**src/rtl/score_entry_if.sv**
```systemverilog
// Bus between the score-entry front end and whoever drives the raw inputs /
// consumes the clean scorein/submit pair.
interface score_entry_if;
    logic [3:0] sw;
    logic       btn;
    logic [3:0] scorein;
    logic       submit;
    logic       err;
    logic [2:0] cnt;

    // Driver of raw switches/button, consumer of the cleaned outputs
    modport master (
        output sw,
        output btn,
        input  scorein,
        input  submit,
        input  err,
        input  cnt
    );

    // The score_entry block itself
    modport slave (
        input  sw,
        input  btn,
        output scorein,
        output submit,
        output err,
        output cnt
    );
endinterface

```
**src/rtl/score_entry.sv**
```systemverilog
// score_entry: synchronises and debounces the submit button, range-checks
// the score switches, latches the accepted score and issues one fixed-length
// submit pulse per debounced press. Also mirrors the downstream judge count.
module score_entry #(
    parameter int DEBOUNCE  = 50000,
    parameter int PULSE_LEN = 4,
    parameter int MAX_SCORE = 10
) (
    input logic          clk,
    input logic          rst,
    score_entry_if.slave bus
);

    localparam int DB_W = (DEBOUNCE > 2) ? $clog2(DEBOUNCE) : 1;
    localparam int PW   = (PULSE_LEN > 1) ? $clog2(PULSE_LEN) : 1;
    localparam logic [3:0] MAX4 = 4'(MAX_SCORE);

    localparam logic [1:0] IDLE     = 2'd0;
    localparam logic [1:0] PULSE    = 2'd1;
    localparam logic [1:0] WAIT_REL = 2'd2;

    logic            btn_m, btn_s;
    logic [3:0]      sw_m, sw_s;
    logic            btn_db, btn_db_q;
    logic [DB_W-1:0] db_cnt;
    logic            press;
    logic [1:0]      state;
    logic [PW-1:0]   p_cnt;
    logic [3:0]      scorein_r;
    logic            submit_r;
    logic            err_r;
    logic [2:0]      cnt_r;

    // Two-flop synchronisers for the asynchronous button and switches
    always_ff @(posedge clk or posedge rst) begin
        if (rst) begin
            btn_m <= 1'b0;
            btn_s <= 1'b0;
            sw_m  <= '0;
            sw_s  <= '0;
        end else begin
            btn_m <= bus.btn;
            btn_s <= btn_m;
            sw_m  <= bus.sw;
            sw_s  <= sw_m;
        end
    end

    // Debounce: the level changes once btn_s has disagreed with it for
    // DEBOUNCE-1 consecutive edges (DEBOUNCE cycles counting the first
    // synchronised cycle); any return to agreement restarts the count.
    always_ff @(posedge clk or posedge rst) begin
        if (rst) begin
            btn_db   <= 1'b0;
            btn_db_q <= 1'b0;
            db_cnt   <= '0;
        end else begin
            btn_db_q <= btn_db;
            if (btn_s == btn_db) begin
                db_cnt <= '0;
            end else if (db_cnt == DB_W'(DEBOUNCE - 2)) begin
                btn_db <= btn_s;
                db_cnt <= '0;
            end else begin
                db_cnt <= db_cnt + 1'b1;
            end
        end
    end

    assign press = btn_db & ~btn_db_q;

    // Press handling FSM: accept/reject/clear, pulse generation, release wait
    always_ff @(posedge clk or posedge rst) begin
        if (rst) begin
            state     <= IDLE;
            p_cnt     <= '0;
            scorein_r <= '0;
            submit_r  <= 1'b0;
            err_r     <= 1'b0;
            cnt_r     <= '0;
        end else begin
            case (state)
                IDLE: begin
                    if (press) begin
                        if (cnt_r == 3'd7) begin
                            cnt_r    <= '0;
                            err_r    <= 1'b0;
                            p_cnt    <= '0;
                            submit_r <= 1'b1;
                            state    <= PULSE;
                        end else if (sw_s <= MAX4) begin
                            scorein_r <= sw_s;
                            cnt_r     <= cnt_r + 3'd1;
                            err_r     <= 1'b0;
                            p_cnt     <= '0;
                            submit_r  <= 1'b1;
                            state     <= PULSE;
                        end else begin
                            err_r <= 1'b1;
                            state <= WAIT_REL;
                        end
                    end
                end
                PULSE: begin
                    if (p_cnt == PW'(PULSE_LEN - 1)) begin
                        submit_r <= 1'b0;
                        state    <= WAIT_REL;
                    end else begin
                        p_cnt <= p_cnt + 1'b1;
                    end
                end
                WAIT_REL: begin
                    if (!btn_db) begin
                        state <= IDLE;
                    end
                end
                default: begin
                    state <= IDLE;
                end
            endcase
        end
    end

    assign bus.scorein = scorein_r;
    assign bus.submit  = submit_r;
    assign bus.err     = err_r;
    assign bus.cnt     = cnt_r;

endmodule

```
**src/flat_wrapper.sv**
```systemverilog
// flat-port wrapper written by rule: the top's interface ports become plain ports
module score_entry_flat 
#(
    parameter int DEBOUNCE  = 50000,
    parameter int PULSE_LEN = 4,
    parameter int MAX_SCORE = 10
)
  (clk, rst, bus_sw, bus_btn, bus_scorein, bus_submit, bus_err, bus_cnt);
  score_entry_if bus_i ();
  input logic clk;
  input logic rst;
  input wire logic [$bits(bus_i.sw)-1:0] bus_sw;
  input wire logic [$bits(bus_i.btn)-1:0] bus_btn;
  output wire logic [$bits(bus_i.scorein)-1:0] bus_scorein;
  output wire logic [$bits(bus_i.submit)-1:0] bus_submit;
  output wire logic [$bits(bus_i.err)-1:0] bus_err;
  output wire logic [$bits(bus_i.cnt)-1:0] bus_cnt;
  assign bus_i.sw = bus_sw;
  assign bus_i.btn = bus_btn;
  assign bus_scorein = bus_i.scorein;
  assign bus_submit = bus_i.submit;
  assign bus_err = bus_i.err;
  assign bus_cnt = bus_i.cnt;
  score_entry #(.DEBOUNCE(DEBOUNCE), .PULSE_LEN(PULSE_LEN), .MAX_SCORE(MAX_SCORE)) u_core (.clk(clk), .rst(rst), .bus(bus_i));
endmodule
```
**config.mk**
```make
export PLATFORM = sky130hd
export DESIGN_NAME = score_entry_flat
export DESIGN_NICKNAME = d
export VERILOG_FILES = /design/src/rtl/score_entry_if.sv /design/src/rtl/score_entry.sv /design/src/flat_wrapper.sv
export SDC_FILE = /design/constraint.sdc
export NUM_CORES = 1
export LEC_CHECK = 0
export ABC_AREA = 0
export CORE_MARGIN = 5
export CORE_UTILIZATION = 45
export DETAILED_ROUTE_END_ITERATION = 8
export GPL_ROUTABILITY_DRIVEN = 0
export MAX_ROUTING_LAYER = met4
export PLACE_DENSITY_LB_ADDON = 0.3
export SYNTH_ARGS = -nofsm -noshare
export SYNTH_HDL_FRONTEND = slang
export SYNTH_SLANG_ARGS = --single-unit
```
**constraint.sdc**
```tcl
create_clock -name clk -period 4.12 [get_ports clk]
set_clock_uncertainty 0.1 [all_clocks]
set_input_delay 0.618 -clock clk [delete_from_list [all_inputs] [get_ports clk]]
set_output_delay 0.618 -clock clk [all_outputs]
set_load 0.01 [all_outputs]
```
Yosys cells after proc, flatten, opt, wreduce, memory -nomap -nowiden --
Index checks and enable logic that the tools add are counted.
Word-level totals: flip-flop bits (word level) 41, output and inout bits 9, word-level logic and storage cells 64, latch bits 0, memories kept 0, ROM bits 0, bits in writable memories 0
Cells by class: muxes and demuxes 22, bitwise gates (word level) 4, multipliers 0, eq/ne operators 11, shift-type cells 0, divide/modulo/power cells 0, $lt $le $gt $ge 1, add/sub/neg operators 3, reductions and logical operators 10
Operator list (count):
- 16-bit two-way mux | 2
- 2-bit two-way mux | 9
- 16-bit by 1-bit adder with 16-bit output (second input constant) | 1
- 16-bit equality test (second input constant) | 1
- 4-bit AND reduction | 3
- 1-bit two-way mux | 6
- 3-bit two-way mux | 2
- 2-bit case mux with 3 select lines | 1
- 3-bit AND reduction | 2
- 2-bit equality test (second input constant) | 2
- 4-bit less-or-equal comparator (second input constant) | 1
- 2-bit by 1-bit != test with 1-bit output (second input constant) | 2
- 2-bit != test (second input constant) | 2
- 2-bit case mux with 2 select lines | 1
- 2-bit AND reduction | 2
- 2-bit nonzero test | 2
- 3-bit by 1-bit adder with 3-bit output (second input constant) | 1
- 3-bit equality test (second input constant) | 1
- 3-bit by 1-bit != test with 1-bit output (second input constant) | 1
- 1-bit inverter | 3
- 2-bit by 1-bit adder with 2-bit output (second input constant) | 1
- 2-bit by 1-bit equality test with 1-bit output (second input constant) | 1
- 2-bit zero test | 1
- 1-bit case mux with 2 select lines | 1
- 2 further kinds | 2

Longest topological paths before layout --
Gate-level depths: netlist of run 1.
word-level depth 5, gate-level depth with buffers 7

Least setup slack after synthesis of run 1 --
Ideal clock, no wire load.
path kind flip-flop to flip-flop, start point reg u_core.db_cnt[11], end point reg u_core.btn_db, setup slack 2143 ps, data arrival time 1752 ps, stages on the path, launching flop included 4, buffers on the path 0, library setup time 125 ps, period minus slack after synthesis 1977 ps, cells stage by stage dfrtp_1 > or4_1 > or4_4 > mux2_4
Between the ends: word-level cells in the longest chain between the ends 2
RTL lines:
- start: declaration | RTL line score_entry.sv:25 | logic [DB_W-1:0] db_cnt;
- start signal: assignment | RTL line score_entry.sv:65 | db_cnt <= db_cnt + 1'b1;
- 16-bit equality test | RTL line score_entry.sv:61 | end else if (db_cnt == DB_W'(DEBOUNCE - 2)) begin
- 2-bit AND reduction (no source line)
- end signal: assignment | RTL line score_entry.sv:62 | btn_db <= btn_s;
- end: declaration | RTL line score_entry.sv:24 | logic btn_db, btn_db_q;
No other way between the ends. A chain may end at the register's enable or synchronous reset.

Worst setup path in the final report of run 1 --
start point reg u_core.state[0], end point reg u_core.scorein_r[1], in the netlist u_core.bus.scorein[1]
Between the ends: word-level cells in the longest chain between the ends 2
RTL lines:
- start: declaration | RTL line score_entry.sv:27 | logic [1:0] state;
- start signal: assignment | RTL line score_entry.sv:75 | state <= IDLE;
- start signal: assignment | RTL line score_entry.sv:90 | state <= PULSE;
- start signal: assignment | RTL line score_entry.sv:97 | state <= PULSE;
- 2-bit zero test | RTL line score_entry.sv:82 | case (state)
- 4-bit AND reduction (no source line)
- end signal: assignment | RTL line score_entry.sv:92 | scorein_r <= sw_s;
- end: declaration | RTL line score_entry.sv:29 | logic [3:0] scorein_r;
No other way between the ends.

==> summary.txt, run 1 <==
Worst EP arrival: 2160 ps
dpl hpwl: 2047 um
average instance area after synthesis: 11.96 um2
initial antenna violation count: 0
fillers: 344
die area: 5163 um2
PD cells: 344.5 nW/um2
Clock power frac: 36.9%
placed instance count: 207
reg-to-reg slack, setup: 2040 ps
core area: 3689 um2
worst r2r src: u_core.state[0]$_DFFE_PP0P_
cell count of the worst reg-to-reg path: 3
internal power: 0.0005376 W
Port Buf Inserts: 15
Max clock buf depth: 2
share of layout cells above drive strength 1: 11.98%
TritonCTS Sinks: 41
Hold EP: u_core.sw_s[2]$_DFF_PP0_
cell leakage power: 0.8704 nW
I/O pin cnt: 16
Crit path required time: 4200 ps
ant diodes: 0
VDD IR-drop max: 214.6 uV
Setup TNS Final: 0 ps
most frequent cells in the layout: dfrtp_1 (41), nor2_1 (22), clkdlybuf4s50_1 (15)
final WL: 2806 um
sequential element share of the synthesized area: 59.59%
FFs w/ async S/R, synth: 100.0%
Switching Share: 22.72%
cell area after synthesis: 1722 um2
number of CTS-inserted buffers: 5
grt ovf: 0
ys flop type: dfrtp_1
CP Class: flop to flop
Logic pwr share: 3.4%
Yosys warning count: 0
number of synthesized register bits: 41
worst-path fanout max: 6
die width: 71.86 um
Slew headroom: 67.60%
vias in the first global route: 1152
DR WL/cell: 13.05 um
Post-synth EDFFs: 0
CTS Hold Bufs: 0
Worst setup EP type: flop
Layout area overhead: 17.30%
# setup viols final: 0
initial drt markers: 79
Rows: 22
Hold Crit Class: flop to flop
CTS H-tree lvls: 2
Worst-Skew Late Latency: 290 ps
DRT antenna net count: 0
global-route wire length before repair: 5264 um
starting density of the core: 46.68%
Max Clk Rate: 479.9 MHz
status: finished clean
final-stage net count: 178
CTS tree: done
Psw: 0.0001580 W
Resized Gates After CTS: 0
Root Buffer: clkbuf_8
Cells after Synth: 144
worst slew pin tran: 486.0 ps
Final Hold Viols: 0
max-slew violations: 0
Startpoint Class: flop
Post-Syn Nets: 156
via density per instance: 5.135
post-CTS setup buffers: 0
Final Non-Filler Cells: 215
drt pass-1 iters: 4
minimum clock period: 2084 ps
hold path startpoint: u_core.sw_m[2]$_DFF_PP0_
largest net degree at the start of global routing: 42
worst r2r dst: u_core.bus.scorein[1]$_DFFE_PP0P_
total track usage: 13.34%
routed via count: 1104
Final Cycle Share: 50.57%
Hold Path Depth: 0
DRC viols: 0
die span in y: 71.86 um
CTS clk-pin slew, worst paths: 80 ps
sequential power share: 59.7%
commonest non-fill, non-tap cell in the layout: dfrtp_1
Max Cap Viol: 0
RSZ-0062 raised after global routing: false
Yosys cell types: 31
[logic make-up after synthesis]
kind of cell | share of synthesized area [%]
buf+inv | 1.744
simple gates | 17.37
xor+xnor | 7.630
fa+ha+maj | 3.634
flops | 59.59
mux | 5.451
compound gates | 4.579
[cell type report]
type	instances	area, um2	area share, %
multi-input cells	97	665.6	32.96
repair buffers	16	157.7	7.807
clock buffers	5	68.82	3.408
clock inverters	3	22.52	1.115
well taps	48	60.06	2.974
inverters	5	18.77	0.9294
flip-flops and latches	41	1026	50.81
[per-stage QoR]
stage	util (%)	hold WS (ps)	setup slack [ps]	instance area [um2]	power [W]
6_report	54.75	253.1	2036	2019	0.0006956
5_1_grt	54.75	275.5	1934	2019	0.0007333
4_1_cts	54.75	257.3	2043	2019	0.0007073
3_5_place_dp	52.27	237.9	2044	1928	0.0004483
3_3_place_gp	52.27	234.4	2113	1928	0.0004474
2_1_floorplan	-	231.2	2143	1722	0.0004374
[power by group through the flow]
stage / clock [W] / sequential [W] / combinational [W]
6_report: 0.000256 / 0.000415 / 0.0000240
5_1_grt: 0.000289 / 0.000417 / 0.0000279
4_1_cts: 0.000267 / 0.000415 / 0.0000251
3_5_place_dp: 0 / 0.000423 / 0.0000249
3_3_place_gp: 0 / 0.000423 / 0.0000245
2_1_floorplan: 0 / 0.000422 / 0.0000157
[synth_stat cells (all sizes together), types with 2 or more instances]
| cell | n | area (um2) |
|---|---|---|
| xnor2 | 11 | 96.34 |
| or4 | 2 | 18.77 |
| nor3 | 5 | 25.02 |
| ha | 5 | 62.56 |
| nor2 | 22 | 82.58 |
| xor2 | 4 | 35.03 |
| nand2b | 2 | 12.51 |
| inv | 5 | 18.77 |
| nor4 | 4 | 25.02 |
| a21oi | 3 | 15.01 |
| mux2 | 8 | 93.84 |
| nand4 | 3 | 18.77 |
| nand3 | 7 | 35.03 |
| nand2 | 6 | 30.03 |
| dfrtp | 41 | 1026 |
| o21ai | 4 | 20.02 |
[per-layer routing]
metal	share of wire, %	GRT usage (%)	routed length (um)	up-vias
li1	-	-	-	546
met1	49	17.35	1363	526
met2	45	19.69	1274	25
met3	4.1	3.506	114	7
met4	1.9	5.637	54	0
met5	0	-	0	-
[how the worst max path moves through the flow]
stage | start | end | slack [ps] | cells after the start
4_1_cts | u_core.state[0]$_DFFE_PP0P_ | u_core.bus.scorein[1]$_DFFE_PP0P_ | 2040 | 3
3_5_place_dp | u_core.state[0]$_DFFE_PP0P_ | u_core.bus.scorein[1]$_DFFE_PP0P_ | 2040 | 3
3_3_place_gp | u_core.state[0]$_DFFE_PP0P_ | u_core.bus.scorein[2]$_DFFE_PP0P_ | 2110 | 3
6_report | u_core.state[0]$_DFFE_PP0P_ | u_core.bus.scorein[1]$_DFFE_PP0P_ | 2040 | 3
2_1_floorplan | u_core.db_cnt[11]$_DFF_PP0_ | u_core.btn_db$_DFFE_PP0P_ | 2140 | 3
5_1_grt | u_core.state[0]$_DFFE_PP0P_ | u_core.bus.scorein[2]$_DFFE_PP0P_ | 1930 | 3
[state kept, by name, indices dropped and copies added (netlist names)]
name,cells
u_core.btn_db_q,1
u_core.btn_s,1
u_core.bus.scorein,4
u_core.db_cnt,16
u_core.state,2
u_core.sw_m,4
u_core.btn_db,1
u_core.btn_m,1
u_core.sw_s,4
u_core.p_cnt,2
u_core.bus.cnt,3
u_core.bus.err,1
u_core.bus.submit,1
[worst max-delay path, stage by stage (launching register included)]
cell and delay [ps]:
dfrtp_1 430, or4b_1 640, a211oi_2 420, mux2_2 390
Note: power is estimated with default switching activity, not from simulation.
==> inputs of run 2 (changes only) <==
==> constraint.sdc (replaced) <==
create_clock -name clk -period 1.7 [get_ports clk]
set_clock_uncertainty 0.1 [all_clocks]
set_input_delay 0.255 -clock clk [delete_from_list [all_inputs] [get_ports clk]]
set_output_delay 0.255 -clock clk [all_outputs]
set_load 0.01 [all_outputs]
==> run 2 against run 1 <==
- the run now ends with negative setup slack left
- worst hold slack worse by 36 ps
- via count is 13% higher
- largest power group unchanged
- die area stayed put
- non-clock buffer count is 28 higher
- power is 150% higher
- worst setup slack worse by 2300 ps
- critical path depth stayed put
- sequential cell count stayed put
- count of clock-buffer cells in the layout is 2 higher
- first-iteration DRC count is 39% lower
==> summary.txt, run 2 (synthesis gave the netlist of run 1 again) <==
# setup viols final: 25
drt pass-1 iters: 4
number of flip-flops in the largest register: 16
largest reg by FF count: u_core.db_cnt
VDD IR-drop max: 550.0 uV
max-slew violations: 0
worst-path fanout max: 3
die width: 71.86 um
CTS H-tree lvls: 2
largest net degree at the start of global routing: 42
total track usage: 16.31%
Slew headroom: 43.97%
starting density of the core: 46.68%
initial drt markers: 48
origin of the worst setup path: u_core.db_cnt[13]$_DFF_PP0_
die span in y: 71.86 um
vias in the first global route: 1373
Hold Crit Class: input pin to asynchronous set/reset pin
number of CTS-inserted buffers: 5
TritonCTS Sinks: 41
DRT antenna net count: 0
initial antenna violation count: 0
CTS Hold Bufs: 0
dpl hpwl: 2453 um
worst slew pin tran: 837.7 ps
PD cells: 717.1 nW/um2
final-stage net count: 207
DRC viols: 0
routed via count: 1248
hold slack: 216.8 ps
I/O pin cnt: 16
DR WL/cell: 14.86 um
Root Buffer: clkbuf_8
minimum clock period: 1983 ps
final WL: 3610 um
via density per instance: 5.136
Final Hold Viols: 0
most frequent cells in the layout: dfrtp_1 (41), buf_4 (23), clkdlybuf4s50_1 (14)
Worst setup EP type: flop
Layout area overhead: 39.46%
Max Clk Rate: 504.2 MHz
RSZ-0062 raised after global routing: true
CP Class: flop to flop
Worst EP arrival: 2070 ps
share of layout cells above drive strength 1: 33.33%
fillers: 270
Final Cycle Share: 116.7%
grt ovf: 0
ant diodes: 0
Port Buf Inserts: 15
global-route wire length before repair: 6189 um
Startpoint Class: flop
CTS clk-pin slew, worst paths: 70 ps
commonest non-fill, non-tap cell in the layout: dfrtp_1
Worst Slack Setup Final: -283.3 ps
Crit path required time: 1780 ps
area occupied by multi-input gates: 799.5 um2
FF+latch area: 1026 um2
cell leakage power: 1.069 nW
core area: 3689 um2
die area: 5163 um2
Worst-Skew Late Latency: 290 ps
CTS tree: done
Max Cap Viol: 0
Rows: 22
Max clock buf depth: 2
status: finished, violations left
final total power: 0.001722 W
worst r2r src: u_core.db_cnt[13]$_DFF_PP0_
failing checks: negative setup slack
## run 2: cell count changes in the layout (fill, tap and decap cells not counted), sizes merged
| cell | change |
|---|---|
| dlymetal6s2s | +1 |
| nand2 | +1 |
| clkinvlp | -3 |
| clkbuf | +2 |
| buf | +28 |
| clkdlybuf4s50 | -1 |
## run 2: routing by layer
metal / global-route usage, % / vias up / share of wire (%)
li1: - / 601 / -
met2: 25.92 / 36 / 51
met5: - / - / 0
met4: 9.186 / 0 / 3.7
met3: 4.628 / 13 / 5.3
met1: 18.39 / 598 / 40
## run 2: cell type report
| cell class | instances | share of cell area, % |
|---|---|---|
| flip-flops and latches | 41 | 42.73 |
| repair buffers | 44 | 17.09 |
| well taps | 48 | 2.501 |
| inverters | 5 | 0.7817 |
| multi-input cells | 98 | 33.30 |
| clock buffers | 7 | 3.596 |
## run 2: worst max-delay path, cell delays in order, from the launching register on
cell and delay [ps]:
dfrtp_1 390, or4bb_1 510, or4_4 560, mux2_4 310
## run 2: what timing repair did
action	in CTS	in global routing
setup buffers	3	1
endpoints found under the setup margin	24	29
resized for setup	6	19
pin swaps	3	0
gates cloned	1	0
## run 2: stage by stage
stage,setup WS (ps),TNS [ps],util (%),cells,instance area (um2)
finish,-283.3,-5264,65.10,243,2401
global route,-291.8,-5843,65.10,243,2401
CTS,-258.7,-5077,63.13,242,2328
detailed placement,-256.6,-4030,59.06,231,2178
global placement,-219.8,-3001,59.06,231,2178
floorplan,-247.1,-3048,-,144,1767
## run 2: worst paths after layout
kind	end	slack (ps)	cells after the start
setup / recovery	u_core.btn_db$_DFFE_PP0P_	-280	3
hold / removal	u_core.db_cnt[8]$_DFF_PP0_	220	3
setup reg to reg	u_core.btn_db$_DFFE_PP0P_	-280	3
hold reg to reg	u_core.sw_s[1]$_DFF_PP0_	250	0
max in group asynchronous	u_core.db_cnt[5]$_DFF_PP0_	1080	3
min in group clk	u_core.sw_s[1]$_DFF_PP0_	250	0
## run 2: power by group
group | switching (W) | internal (W) | total, W | leakage [nW]
Sequential | 0.0000115 | 0.000993 | 0.00100 | 0.547
Clock | 0.000302 | 0.000322 | 0.000624 | 0.0443
Combinational | 0.0000529 | 0.0000405 | 0.0000933 | 0.478
==> inputs of run 3 (changes only) <==
--- a/config.mk
+++ b/config.mk
@@ -7,7 +7,7 @@
 export LEC_CHECK = 0
 export ABC_AREA = 0
 export CORE_MARGIN = 5
-export CORE_UTILIZATION = 45
+export CORE_UTILIZATION = 50
 export DETAILED_ROUTE_END_ITERATION = 8
 export GPL_ROUTABILITY_DRIVEN = 0
 export MAX_ROUTING_LAYER = met4
==> run 3 against run 2 <==
- the flow still finishes with violations (negative setup slack)
- critical endpoint is now u_core.db_cnt[4]$_DFF_PP0_
- via count up 3.3%
- sequential cell count is the same
- non-clock buffer count is 1 higher
==> summary.txt, run 3 (synthesis gave the netlist of run 1 again) <==
I/O pin cnt: 16
final WL: 3829 um
worst-path fanout max: 8
Layout area overhead: 41.21%
cell leakage power: 1.100 nW
status: finished, violations left
worst r2r dst: u_core.db_cnt[4]$_DFF_PP0_
Setup TNS Final: -6034 ps
commonest non-fill, non-tap cell in the layout: dfrtp_1
Final Hold Viols: 0
CP Cell Sequence: or4_1, or4_4, buf_6, nand2_8, nor2_2
area occupied by multi-input gates: 830.8 um2
Port Buf Inserts: 15
Final Non-Filler Cells: 243
die span in y: 68.68 um
worst r2r src: u_core.db_cnt[11]$_DFF_PP0_
final-stage net count: 208
FF+latch area: 1026 um2
internal power: 0.001387 W
failing checks: negative setup slack
global-route wire length before repair: 6009 um
number of CTS-inserted buffers: 5
CTS tree: done
slowest CP cell: or4_4
cell count of the worst reg-to-reg path: 5
via density per instance: 5.305
ant diodes: 0
initial drt markers: 46
Crit path required time: 1840 ps
die area: 4717 um2
number of flip-flops in the largest register: 16
drt pass-1 iters: 4
Design Area, Final: 2431 um2
core area: 3337 um2
RSZ-0062 raised after global routing: true
Critical Path Sink: u_core.db_cnt[4]$_DFF_PP0_
Switching Share: 22.07%
Startpoint Class: flop
reg-to-reg slack, setup: -320 ps
Max Clk Rate: 493.9 MHz
initial antenna violation count: 0
Rows: 21
Logic pwr share: 5.6%
CTS clk-pin slew, worst paths: 130 ps
TritonCTS Sinks: 41
placed instance count: 227
total track usage: 18.92%
die width: 68.68 um
worst slew pin tran: 838.9 ps
largest net degree at the start of global routing: 42
Psw: 0.0003926 W
post-placement cell area: 2148 um2
CP Class: flop to flop
origin of the worst setup path: u_core.db_cnt[11]$_DFF_PP0_
starting density of the core: 51.59%
largest reg by FF count: u_core.db_cnt
Slew headroom: 43.89%
Worst setup EP type: flop
DRT antenna net count: 0
Max clock buf depth: 2
Clock power frac: 38.0%
Final Cycle Share: 119.1%
grt ovf: 0
Root Buffer: clkbuf_4
DR WL/cell: 15.76 um
Worst-Skew Late Latency: 360 ps
vias in the first global route: 1284
share of layout cells above drive strength 1: 37.56%
PD cells: 731.8 nW/um2
VDD IR-drop max: 530.0 uV
dpl hpwl: 2347 um
hold slack: 154.5 ps
Worst EP arrival: 2170 ps
Max Cap Viol: 0
minimum clock period: 2025 ps
CTS H-tree lvls: 2
CTS Hold Bufs: 0
most frequent cells in the layout: dfrtp_1 (41), buf_4 (23), nor2_2 (14)
Hold Crit Class: input pin to asynchronous set/reset pin
max-slew violations: 0
fillers: 237
CP max stage delay: 570 ps
sequential power share: 56.4%
Worst Slack Setup Final: -324.5 ps
DRC viols: 0
routed via count: 1289
# setup viols final: 24
==> run 3: cell type report <==
| type | count | share of cell area (%) |
|---|---|---|
| repair buffers | 45 | 16.98 |
| inverters | 5 | 0.7720 |
| clock buffers | 7 | 2.265 |
| clock inverters | 1 | 1.235 |
| multi-input cells | 98 | 34.17 |
| flip-flops and latches | 41 | 42.20 |
| well taps | 46 | 2.367 |
==> run 3: layer usage <==
metal,track usage (%),share of wire (%),vias up
met5,-,0,-
met4,10.67,3.2,0
met3,5.997,3.8,12
met2,31.82,54,28
met1,19.41,39,642
li1,-,-,607
==> run 3: how the worst min path moves through the flow <==
stage                                  start                     endpoint  slack, ps
finish                                   rst  u_core.state[0]$_DFFE_PP0P_        150
global route                             rst     u_core.sw_m[0]$_DFF_PP0_        170
CTS                                      rst  u_core.db_cnt[14]$_DFF_PP0_        160
detailed placement    u_core.btn_m$_DFF_PP0_       u_core.btn_s$_DFF_PP0_        230
global placement    u_core.sw_m[3]$_DFF_PP0_     u_core.sw_s[3]$_DFF_PP0_        230
floorplan                            bus_btn       u_core.btn_m$_DFF_PP0_        190
==> run 3: stage by stage <==
step | utilization (%) | worst slack (ps) | power (W)
after CTS | 69.44 | -252.3 | 0.001773
after global routing | 72.85 | -314.4 | 0.001847
after floorplan | - | -247.1 | 0.001066
after detailed placement | 64.38 | -247.1 | 0.001105
after global placement | 64.38 | -215.2 | 0.001102
final | 72.85 | -324.5 | 0.001779
==> run 3: worst max-delay path, delay by kind of cell (launching register included) <==
family                 cells  cell delay, ps
and+or+nand+nor            4            1240
DFF                        1             400
buffers and inverters      1             160
==> run 3: power groups by stage <==
stage | Combinational (W) | Sequential (W) | Clock (W)
4_1_cts | 0.0000883 | 0.00100 | 0.000682
5_1_grt | 0.000110 | 0.00101 | 0.000732
3_5_place_dp | 0.0000829 | 0.00102 | 0
2_1_floorplan | 0.0000431 | 0.00102 | 0
6_report | 0.0000998 | 0.00100 | 0.000676
3_3_place_gp | 0.0000808 | 0.00102 | 0
==> run 3: repair_timing <==
item | 4_1_cts | 5_1_grt
gates cloned | 1 | 0
resized for setup | 11 | 28
endpoints found under the setup margin | 26 | 30
pin swaps | 4 | 6
setup buffers | 5 | 3
